**config.mk**
```make
export PLATFORM = sky130hd
export DESIGN_NAME = flow_director_cfg_ctrl_flat
export DESIGN_NICKNAME = d
export VERILOG_FILES = /design/src/rtl/flow_director_cfg_ctrl_pkg.sv /design/src/rtl/flow_director_cfg_ctrl_if.sv /design/src/rtl/flow_director_cfg_ctrl.sv /design/src/flat_wrapper.sv
export SDC_FILE = /design/constraint.sdc
export NUM_CORES = 1
export LEC_CHECK = 0
export BUFFER_PORTS_ARGS = -buffer_cell sky130_fd_sc_hd__buf_2
export CAP_MARGIN = 10
export CORE_MARGIN = 10
export CORE_UTILIZATION = 45
export CTS_CLUSTER_SIZE = 16
export DETAILED_ROUTE_END_ITERATION = 6
export PLACE_DENSITY = 0.67
export SYNTH_ARGS = -nofsm -noshare
export SYNTH_HDL_FRONTEND = slang
export SYNTH_SLANG_ARGS = --single-unit
```
**constraint.sdc**
```tcl
create_clock -name clk -period 8.9 [get_ports clk]
set_input_delay 2.225 -clock clk [delete_from_list [all_inputs] [get_ports clk]]
set_output_delay 2.225 -clock clk [all_outputs]
set_load 0.01 [all_outputs]
```
**src/rtl/flow_director_cfg_ctrl_pkg.sv**
```systemverilog
// Shared types and helpers for the flow director configuration controller.
//   cfg_resp_code_t  : response code returned for each accepted config write
//   cfg_ctrl_state_t : sequencing state (RUN / BLOCK / APPLY)
//   nb_is_legal()    : fallback queue count check (zero or a power of two, not above max)
package flow_director_cfg_ctrl_pkg;

   localparam int unsigned MAX_FALLBACK_QUEUES_DEF = 8192;
   localparam int unsigned INFLIGHT_W_DEF          = 16;
   localparam int unsigned DRAIN_TIMEOUT_DEF       = 4096;
   localparam int unsigned RESET_NB_FALLBACK_DEF   = 1;

   typedef enum logic [1:0] {
      CFG_OK      = 2'b00,
      CFG_INVALID = 2'b01,
      CFG_TIMEOUT = 2'b10
   } cfg_resp_code_t;

   typedef enum logic [1:0] {
      RUN   = 2'b00,
      BLOCK = 2'b01,
      APPLY = 2'b10
   } cfg_ctrl_state_t;

   // Zero is legal (director drops unmatched packets); otherwise a single set bit.
   function automatic logic nb_is_legal(input logic [31:0] nb, input logic [31:0] max_nb);
      return (nb <= max_nb) && ((nb & (nb - 32'd1)) == 32'd0);
   endfunction

endpackage

```
**src/rtl/flow_director_cfg_ctrl_if.sv**
```systemverilog
// Handshake bundle between CSR block, upstream metadata source, flow director
// and the configuration controller.
//
// Handshake rules: a transfer happens on a rising clk edge where valid and
// ready are both high. A producer holding valid high keeps it and its data
// stable until the transfer happens; ready may change freely. cfg_resp_valid
// and pkt_done are single-cycle pulses with no back-pressure.
//
//   master : CSR + upstream + director side (drives requests, pkt_done, fd_meta_ready)
//   slave  : the configuration controller
interface flow_director_cfg_ctrl_if;
   logic        cfg_wr_valid;
   logic        cfg_wr_ready;
   logic [31:0] cfg_wr_nb_fallback_queues;
   logic        cfg_wr_enable_rr;
   logic        cfg_resp_valid;
   logic [1:0]  cfg_resp_code;
   logic        up_meta_valid;
   logic        up_meta_ready;
   logic        fd_meta_valid;
   logic        fd_meta_ready;
   logic        pkt_done;

   modport master (
      output cfg_wr_valid, cfg_wr_nb_fallback_queues, cfg_wr_enable_rr,
      output up_meta_valid, fd_meta_ready, pkt_done,
      input  cfg_wr_ready, cfg_resp_valid, cfg_resp_code,
      input  up_meta_ready, fd_meta_valid
   );

   modport slave (
      input  cfg_wr_valid, cfg_wr_nb_fallback_queues, cfg_wr_enable_rr,
      input  up_meta_valid, fd_meta_ready, pkt_done,
      output cfg_wr_ready, cfg_resp_valid, cfg_resp_code,
      output up_meta_ready, fd_meta_valid
   );
endinterface

```
**src/rtl/flow_director_cfg_ctrl.sv**
```systemverilog
// Run-time reconfiguration sequencer for the flow director fallback settings.
// A config write is validated, the metadata path into the director is closed,
// in-flight packets are drained, then the new settings are applied atomically
// together with an rr_clear pulse and an OK response.
//
// Ports:
//   clk, rst            : clock, synchronous active-high reset
//   bus (slave)         : config write/response, metadata gate, pkt_done
//   nb_fallback_queues  : applied fallback queue count (registered)
//   enable_rr           : applied round-robin enable (registered)
//   rr_clear            : one-cycle pulse clearing the director RR pointer
//   inflight_underflow  : sticky, pkt_done seen with nothing in flight
//   state_dbg           : current sequencing state
//   inflight_dbg        : current in-flight packet count
module flow_director_cfg_ctrl
   import flow_director_cfg_ctrl_pkg::*;
#(
   parameter int unsigned MAX_FALLBACK_QUEUES = MAX_FALLBACK_QUEUES_DEF,
   parameter int unsigned INFLIGHT_W          = INFLIGHT_W_DEF,
   parameter int unsigned DRAIN_TIMEOUT       = DRAIN_TIMEOUT_DEF,
   parameter int unsigned RESET_NB_FALLBACK   = RESET_NB_FALLBACK_DEF
) (
   input  logic                  clk,
   input  logic                  rst,
   flow_director_cfg_ctrl_if.slave bus,
   output logic [31:0]           nb_fallback_queues,
   output logic                  enable_rr,
   output logic                  rr_clear,
   output logic                  inflight_underflow,
   output cfg_ctrl_state_t       state_dbg,
   output logic [INFLIGHT_W-1:0] inflight_dbg
);

   localparam int unsigned DRAIN_W = (DRAIN_TIMEOUT > 1) ? $clog2(DRAIN_TIMEOUT) : 1;

   cfg_ctrl_state_t       state_q, state_d;
   logic [INFLIGHT_W-1:0] inflight_q, inflight_d;
   logic [DRAIN_W-1:0]    drain_q, drain_d;
   logic [31:0]           pend_nb_q;
   logic                  pend_rr_q;
   logic                  resp_valid_q;
   cfg_resp_code_t        resp_code_q;
   logic                  resp_fire_d;
   cfg_resp_code_t        resp_code_d;
   logic                  in_run;
   logic                  inflight_full;
   logic                  meta_fire;
   logic                  wr_fire;
   logic                  wr_legal;
   logic                  underflow_evt;

   // Metadata gate. At an all-ones count the gate closes so the counter cannot wrap.
   assign in_run            = (state_q == RUN);
   assign inflight_full     = &inflight_q;
   assign bus.fd_meta_valid = in_run & bus.up_meta_valid & ~inflight_full;
   assign bus.up_meta_ready = in_run & bus.fd_meta_ready & ~inflight_full;
   // Refuse a write while an upstream beat is stalled, so closing the gate
   // never withdraws an already-presented valid.
   assign bus.cfg_wr_ready  = in_run & ~(bus.up_meta_valid & ~bus.fd_meta_ready);

   assign meta_fire = bus.fd_meta_valid & bus.fd_meta_ready;
   assign wr_fire   = bus.cfg_wr_valid & bus.cfg_wr_ready;
   assign wr_legal  = nb_is_legal(bus.cfg_wr_nb_fallback_queues, 32'(MAX_FALLBACK_QUEUES));

   assign bus.cfg_resp_valid = resp_valid_q;
   assign bus.cfg_resp_code  = resp_code_q;
   assign state_dbg          = state_q;
   assign inflight_dbg       = inflight_q;

   always_comb begin
      inflight_d    = inflight_q;
      underflow_evt = 1'b0;
      case ({meta_fire, bus.pkt_done})
         2'b10: inflight_d = inflight_q + 1'b1;
         2'b01: begin
            if (inflight_q == '0) underflow_evt = 1'b1;
            else                  inflight_d    = inflight_q - 1'b1;
         end
         default: ;
      endcase
   end

   always_ff @(posedge clk) begin
      if (rst) state_q <= RUN;
      else     state_q <= state_d;
   end

   // Drain completion looks at the count after this cycle's pkt_done and
   // wins over the timeout.
   always_comb begin
      state_d     = state_q;
      drain_d     = drain_q;
      resp_fire_d = 1'b0;
      resp_code_d = CFG_OK;
      case (state_q)
         RUN: begin
            if (wr_fire) begin
               if (wr_legal) begin
                  state_d = BLOCK;
                  drain_d = '0;
               end else begin
                  resp_fire_d = 1'b1;
                  resp_code_d = CFG_INVALID;
               end
            end
         end
         BLOCK: begin
            if (inflight_d == '0) begin
               state_d = APPLY;
            end else if (drain_q == DRAIN_W'(DRAIN_TIMEOUT - 1)) begin
               state_d     = RUN;
               resp_fire_d = 1'b1;
               resp_code_d = CFG_TIMEOUT;
            end else begin
               drain_d = drain_q + 1'b1;
            end
         end
         APPLY: begin
            state_d     = RUN;
            resp_fire_d = 1'b1;
            resp_code_d = CFG_OK;
         end
         default: state_d = RUN;
      endcase
   end

   always_ff @(posedge clk) begin
      if (rst) begin
         inflight_q         <= '0;
         drain_q            <= '0;
         inflight_underflow <= 1'b0;
         pend_nb_q          <= 32'(RESET_NB_FALLBACK);
         pend_rr_q          <= 1'b0;
         resp_valid_q       <= 1'b0;
         resp_code_q        <= CFG_OK;
         rr_clear           <= 1'b0;
         nb_fallback_queues <= 32'(RESET_NB_FALLBACK);
         enable_rr          <= 1'b0;
      end else begin
         inflight_q   <= inflight_d;
         drain_q      <= drain_d;
         resp_valid_q <= resp_fire_d;
         rr_clear     <= (state_q == APPLY);
         if (underflow_evt)      inflight_underflow <= 1'b1;
         if (resp_fire_d)        resp_code_q        <= resp_code_d;
         if (wr_fire & wr_legal) begin
            pend_nb_q <= bus.cfg_wr_nb_fallback_queues;
            pend_rr_q <= bus.cfg_wr_enable_rr;
         end
         if (state_q == APPLY) begin
            nb_fallback_queues <= pend_nb_q;
            enable_rr          <= pend_rr_q;
         end
      end
   end

endmodule
```
**src/flat_wrapper.sv**
```systemverilog
// flat-port wrapper written by rule: the top's interface ports become plain ports
module flow_director_cfg_ctrl_flat import flow_director_cfg_ctrl_pkg::*;
#(
   parameter int unsigned MAX_FALLBACK_QUEUES = MAX_FALLBACK_QUEUES_DEF,
   parameter int unsigned INFLIGHT_W          = INFLIGHT_W_DEF,
   parameter int unsigned DRAIN_TIMEOUT       = DRAIN_TIMEOUT_DEF,
   parameter int unsigned RESET_NB_FALLBACK   = RESET_NB_FALLBACK_DEF
)
  (clk, rst, nb_fallback_queues, enable_rr, rr_clear, inflight_underflow, state_dbg, inflight_dbg, bus_cfg_wr_valid, bus_cfg_wr_nb_fallback_queues, bus_cfg_wr_enable_rr, bus_up_meta_valid, bus_fd_meta_ready, bus_pkt_done, bus_cfg_wr_ready, bus_cfg_resp_valid, bus_cfg_resp_code, bus_up_meta_ready, bus_fd_meta_valid);
  flow_director_cfg_ctrl_if bus_i ();
  input  logic clk;
  input  logic rst;
  output logic [31:0] nb_fallback_queues;
  output logic enable_rr;
  output logic rr_clear;
  output logic inflight_underflow;
  output cfg_ctrl_state_t state_dbg;
  output logic [INFLIGHT_W-1:0] inflight_dbg;
  input wire logic [$bits(bus_i.cfg_wr_valid)-1:0] bus_cfg_wr_valid;
  input wire logic [$bits(bus_i.cfg_wr_nb_fallback_queues)-1:0] bus_cfg_wr_nb_fallback_queues;
  input wire logic [$bits(bus_i.cfg_wr_enable_rr)-1:0] bus_cfg_wr_enable_rr;
  input wire logic [$bits(bus_i.up_meta_valid)-1:0] bus_up_meta_valid;
  input wire logic [$bits(bus_i.fd_meta_ready)-1:0] bus_fd_meta_ready;
  input wire logic [$bits(bus_i.pkt_done)-1:0] bus_pkt_done;
  output wire logic [$bits(bus_i.cfg_wr_ready)-1:0] bus_cfg_wr_ready;
  output wire logic [$bits(bus_i.cfg_resp_valid)-1:0] bus_cfg_resp_valid;
  output wire logic [$bits(bus_i.cfg_resp_code)-1:0] bus_cfg_resp_code;
  output wire logic [$bits(bus_i.up_meta_ready)-1:0] bus_up_meta_ready;
  output wire logic [$bits(bus_i.fd_meta_valid)-1:0] bus_fd_meta_valid;
  assign bus_i.cfg_wr_valid = bus_cfg_wr_valid;
  assign bus_i.cfg_wr_nb_fallback_queues = bus_cfg_wr_nb_fallback_queues;
  assign bus_i.cfg_wr_enable_rr = bus_cfg_wr_enable_rr;
  assign bus_i.up_meta_valid = bus_up_meta_valid;
  assign bus_i.fd_meta_ready = bus_fd_meta_ready;
  assign bus_i.pkt_done = bus_pkt_done;
  assign bus_cfg_wr_ready = bus_i.cfg_wr_ready;
  assign bus_cfg_resp_valid = bus_i.cfg_resp_valid;
  assign bus_cfg_resp_code = bus_i.cfg_resp_code;
  assign bus_up_meta_ready = bus_i.up_meta_ready;
  assign bus_fd_meta_valid = bus_i.fd_meta_valid;
  flow_director_cfg_ctrl #(.MAX_FALLBACK_QUEUES(MAX_FALLBACK_QUEUES), .INFLIGHT_W(INFLIGHT_W), .DRAIN_TIMEOUT(DRAIN_TIMEOUT), .RESET_NB_FALLBACK(RESET_NB_FALLBACK)) u_core (.clk(clk), .rst(rst), .bus(bus_i), .nb_fallback_queues(nb_fallback_queues), .enable_rr(enable_rr), .rr_clear(rr_clear), .inflight_underflow(inflight_underflow), .state_dbg(state_dbg), .inflight_dbg(inflight_dbg));
endmodule
```
==> results.txt <==
status = finished, final reports clean
TritonCTS clock tree = yes
crit path capture type = flip-flop
worst setup path class = input port to flip-flop
HP Class = flip-flop to flip-flop
CP delay by family, top = simple AND/OR/NAND/NOR gates
Syn Area/Cell = 8.169 sq um
setup TNS = 0 ns
Clock Tree Root = clkbuf_8
Yosys reg bits = 101
CTS sink count = 101
critical path's largest stage delay = 0.85 ns
uppermost layer routed = met4
share of layout cells above drive strength 1 = 19.94%
fin cells = 817
DR iter-0 viols = 373
Clock Latency Late Sink = 0.37 ns
row count = 38
clock slew at reported path FFs = 0.10 ns
antenna cells = 0
Die ar. = 15490 sq um
pwr dens = 294.0 nW/um^2
Routed WL = 13230 um
final core utilization = 52.19%
cell area after layout = 5608 sq um
Total Routing Usage GR = 16.84%
via count = 4671
RSZ-0062 raised after global routing = no
routability cong. = 0.8536
post-synthesis cell count = 601
wire length on met2 = 5991 um
Max-Cap Viols = 0
overflow left after global routing = 0
CP max FO = 26
slowest cell on the critical path = ha_1
Worst Tran Pin Value = 0.8744 ns
data required time at the worst endpoint = 9.16 ns
# Post-CTS Setup Buffers = 0
Peak Freq = 182.4 MHz
dpl cell area = 5430 sq um
most frequent cells in the layout = dfxtp_1 (101), nand2_1 (99), buf_2 (97), nor2_1 (59), a21oi_1 (48)
final setup vio count = 0
R2R setup slack = 3.76 ns
die width = 124.5 um
# hold bufs at CTS = 0
Clock Skew = 0.01125 ns
Setup WS pre-CTS = 3.066 ns
drt first pass iters = 5
Startpoint Class = input port
first-pass GRT wire length = 22490 um
CORE AREA = 10750 sq um
post-synth cell types = 68
Die Y = 124.5 um
I/O pin count = 98
placed cell count = 801
vias per std cell = 5.717
Final nets = 717
Slew Viols, Final = 0
Residual DRC = 0
Async S/R FF share, synth = 0%
final setup margin = 3.418 ns
hpwl dp = 9367 um
TritonCTS Buffers = 9
met3 WL = 960 um
clk buf depth = 2
hold_ws = 0.4444 ns
Ys Warns = 0
crit path cell chain = buf_2 > and2_1 > nand2_1 > inv_1 > ha_1 > nand2b_1 > nor3_1 > a32o_1 > a211oi_1 > nand2b_1 > nor4_4 > nand2_1 > nand3b_1 > mux2_2
pin count of the biggest net entering global routing = 66
Routed Antenna Nets = 0
Mapped Area = 4910 sq um
post-CTS sizing = 0
Tmin final = 5.482 ns
EDFF count, synth = 0
IO buf count = 97
CP arrival = 5.74 ns
Area Overhead vs Synth = 14.22%
Power Total = 1.649 mW
Seq/Total Area, Yosys = 41.18%
vias in the first global route = 4494
Net Count, Synth = 646
# fillers = 1075
WL per Instance = 16.19 um
final hold vios = 0
H-tree lvl count = 3
Starting Density = 45.69%
P_leak = 2.469 nW
VDD IR-drop max = 0.1505 mV
initial antenna violation count = 0
crit path buf inv count = 2
final worst path period share = 61.59%
WL met1 = 6102 um
most common cell after layout, fill and taps aside = dfxtp_1
Post-synth top flop = dfxtp_1
Worst slew margin = 41.71%
-- logic make-up (layout without fill, tap and decap cells) --
logic type,count (synthesis),after routing,share of synthesized area (%)
simple gates,292,292,31.01
compound gates,125,125,17.28
flops,101,101,41.18
buf+inv,56,132,4.663
mux,20,20,4.128
fa+ha+maj,7,7,1.733
-- final timing paths --
| check | startpoint | end | cells past startpoint |
|---|---|---|---|
| worst max-delay path | bus_fd_meta_ready | u_core.drain_q[3] | 14 |
| worst min-delay path | u_core.pend_nb_q[17] | u_core.nb_fallback_queues[17] | 2 |
| worst max register to register | u_core.inflight_dbg[0] | u_core.drain_q[3] | 17 |
| worst min register to register | u_core.pend_nb_q[17] | u_core.nb_fallback_queues[17] | 2 |
-- per-layer routing --
metal,track usage [%],vias to the layer above
met4,6.443,0
met1,21.72,2189
li1,-,2305
met3,5.277,14
met5,0,-
met2,25.59,163
-- registers in the layout (all words and copies together), names as in the netlist --
| signal | count |
|---|---|
| u_core.nb_fallback_queues | 32 |
| u_core.pend_nb_q | 32 |
| u_core.inflight_dbg | 16 |
| u_core.drain_q | 12 |
| u_core.bus.cfg_resp_code | 2 |
| u_core.state_dbg | 2 |
| u_core.bus.cfg_resp_valid | 1 |
| u_core.enable_rr | 1 |
| u_core.inflight_underflow | 1 |
| u_core.pend_rr_q | 1 |
| u_core.rr_clear | 1 |
-- layout make-up --
type                            count  area, sq um  share of cell area [%]
Multi-Input combinational cell    444         2661                   47.46
Clock inverter                      4        32.53                  0.5801
Clock buffer                       12        145.1                   2.588
Sequential cell                   101         2022                   36.06
Tap cell                          140        175.2                   3.124
Inverter                           15        56.30                   1.004
Timing Repair Buffer              101        515.5                   9.192
-- report_power, final --
group	switching [mW]	total (mW)	internal [mW]
clock network	0.160	0.271	0.111
registers	0.0958	0.579	0.483
logic	0.488	0.799	0.311
total	0.743	1.65	0.905
-- cell usage after synthesis, types with 8 or more instances --
library cell / number / share of area, %
dfxtp_1: 101 / 41
nand2_1: 99 / 7.6
nor2_1: 59 / 4.5
a21oi_1: 48 / 4.9
clkbuf_1: 29 / 2.2
and3_1: 26 / 3.3
nand3_1: 19 / 1.9
mux2i_1: 18 / 3.7
nor4_1: 15 / 1.9
inv_1: 14 / 1.1
nor3_1: 14 / 1.4
o21ai_0: 13 / 1.3
nand4_1: 11 / 1.4
a31oi_1: 10 / 1.3
and4_1: 9 / 1.6
buf_2: 9 / 0.92
and2_1: 8 / 1.0
-- worst reg2reg max path, cell delays in order (launching register included) --
cell and delay (ns):
dfxtp_1 0.54, ha_1 0.34, and4_1 0.30, and3_1 0.25, a311oi_1 0.12, and2_1 0.20, nand2_1 0.09, inv_1 0.05
ha_1 0.85, nand2b_1 0.41, nor3_1 0.11, a32o_1 0.28, a211oi_1 0.31, nand2b_1 0.15, nor4_4 0.38, nand2_1 0.20
nand3b_1 0.14, mux2_2 0.33
Note: power is estimated with default switching activity, not from simulation.
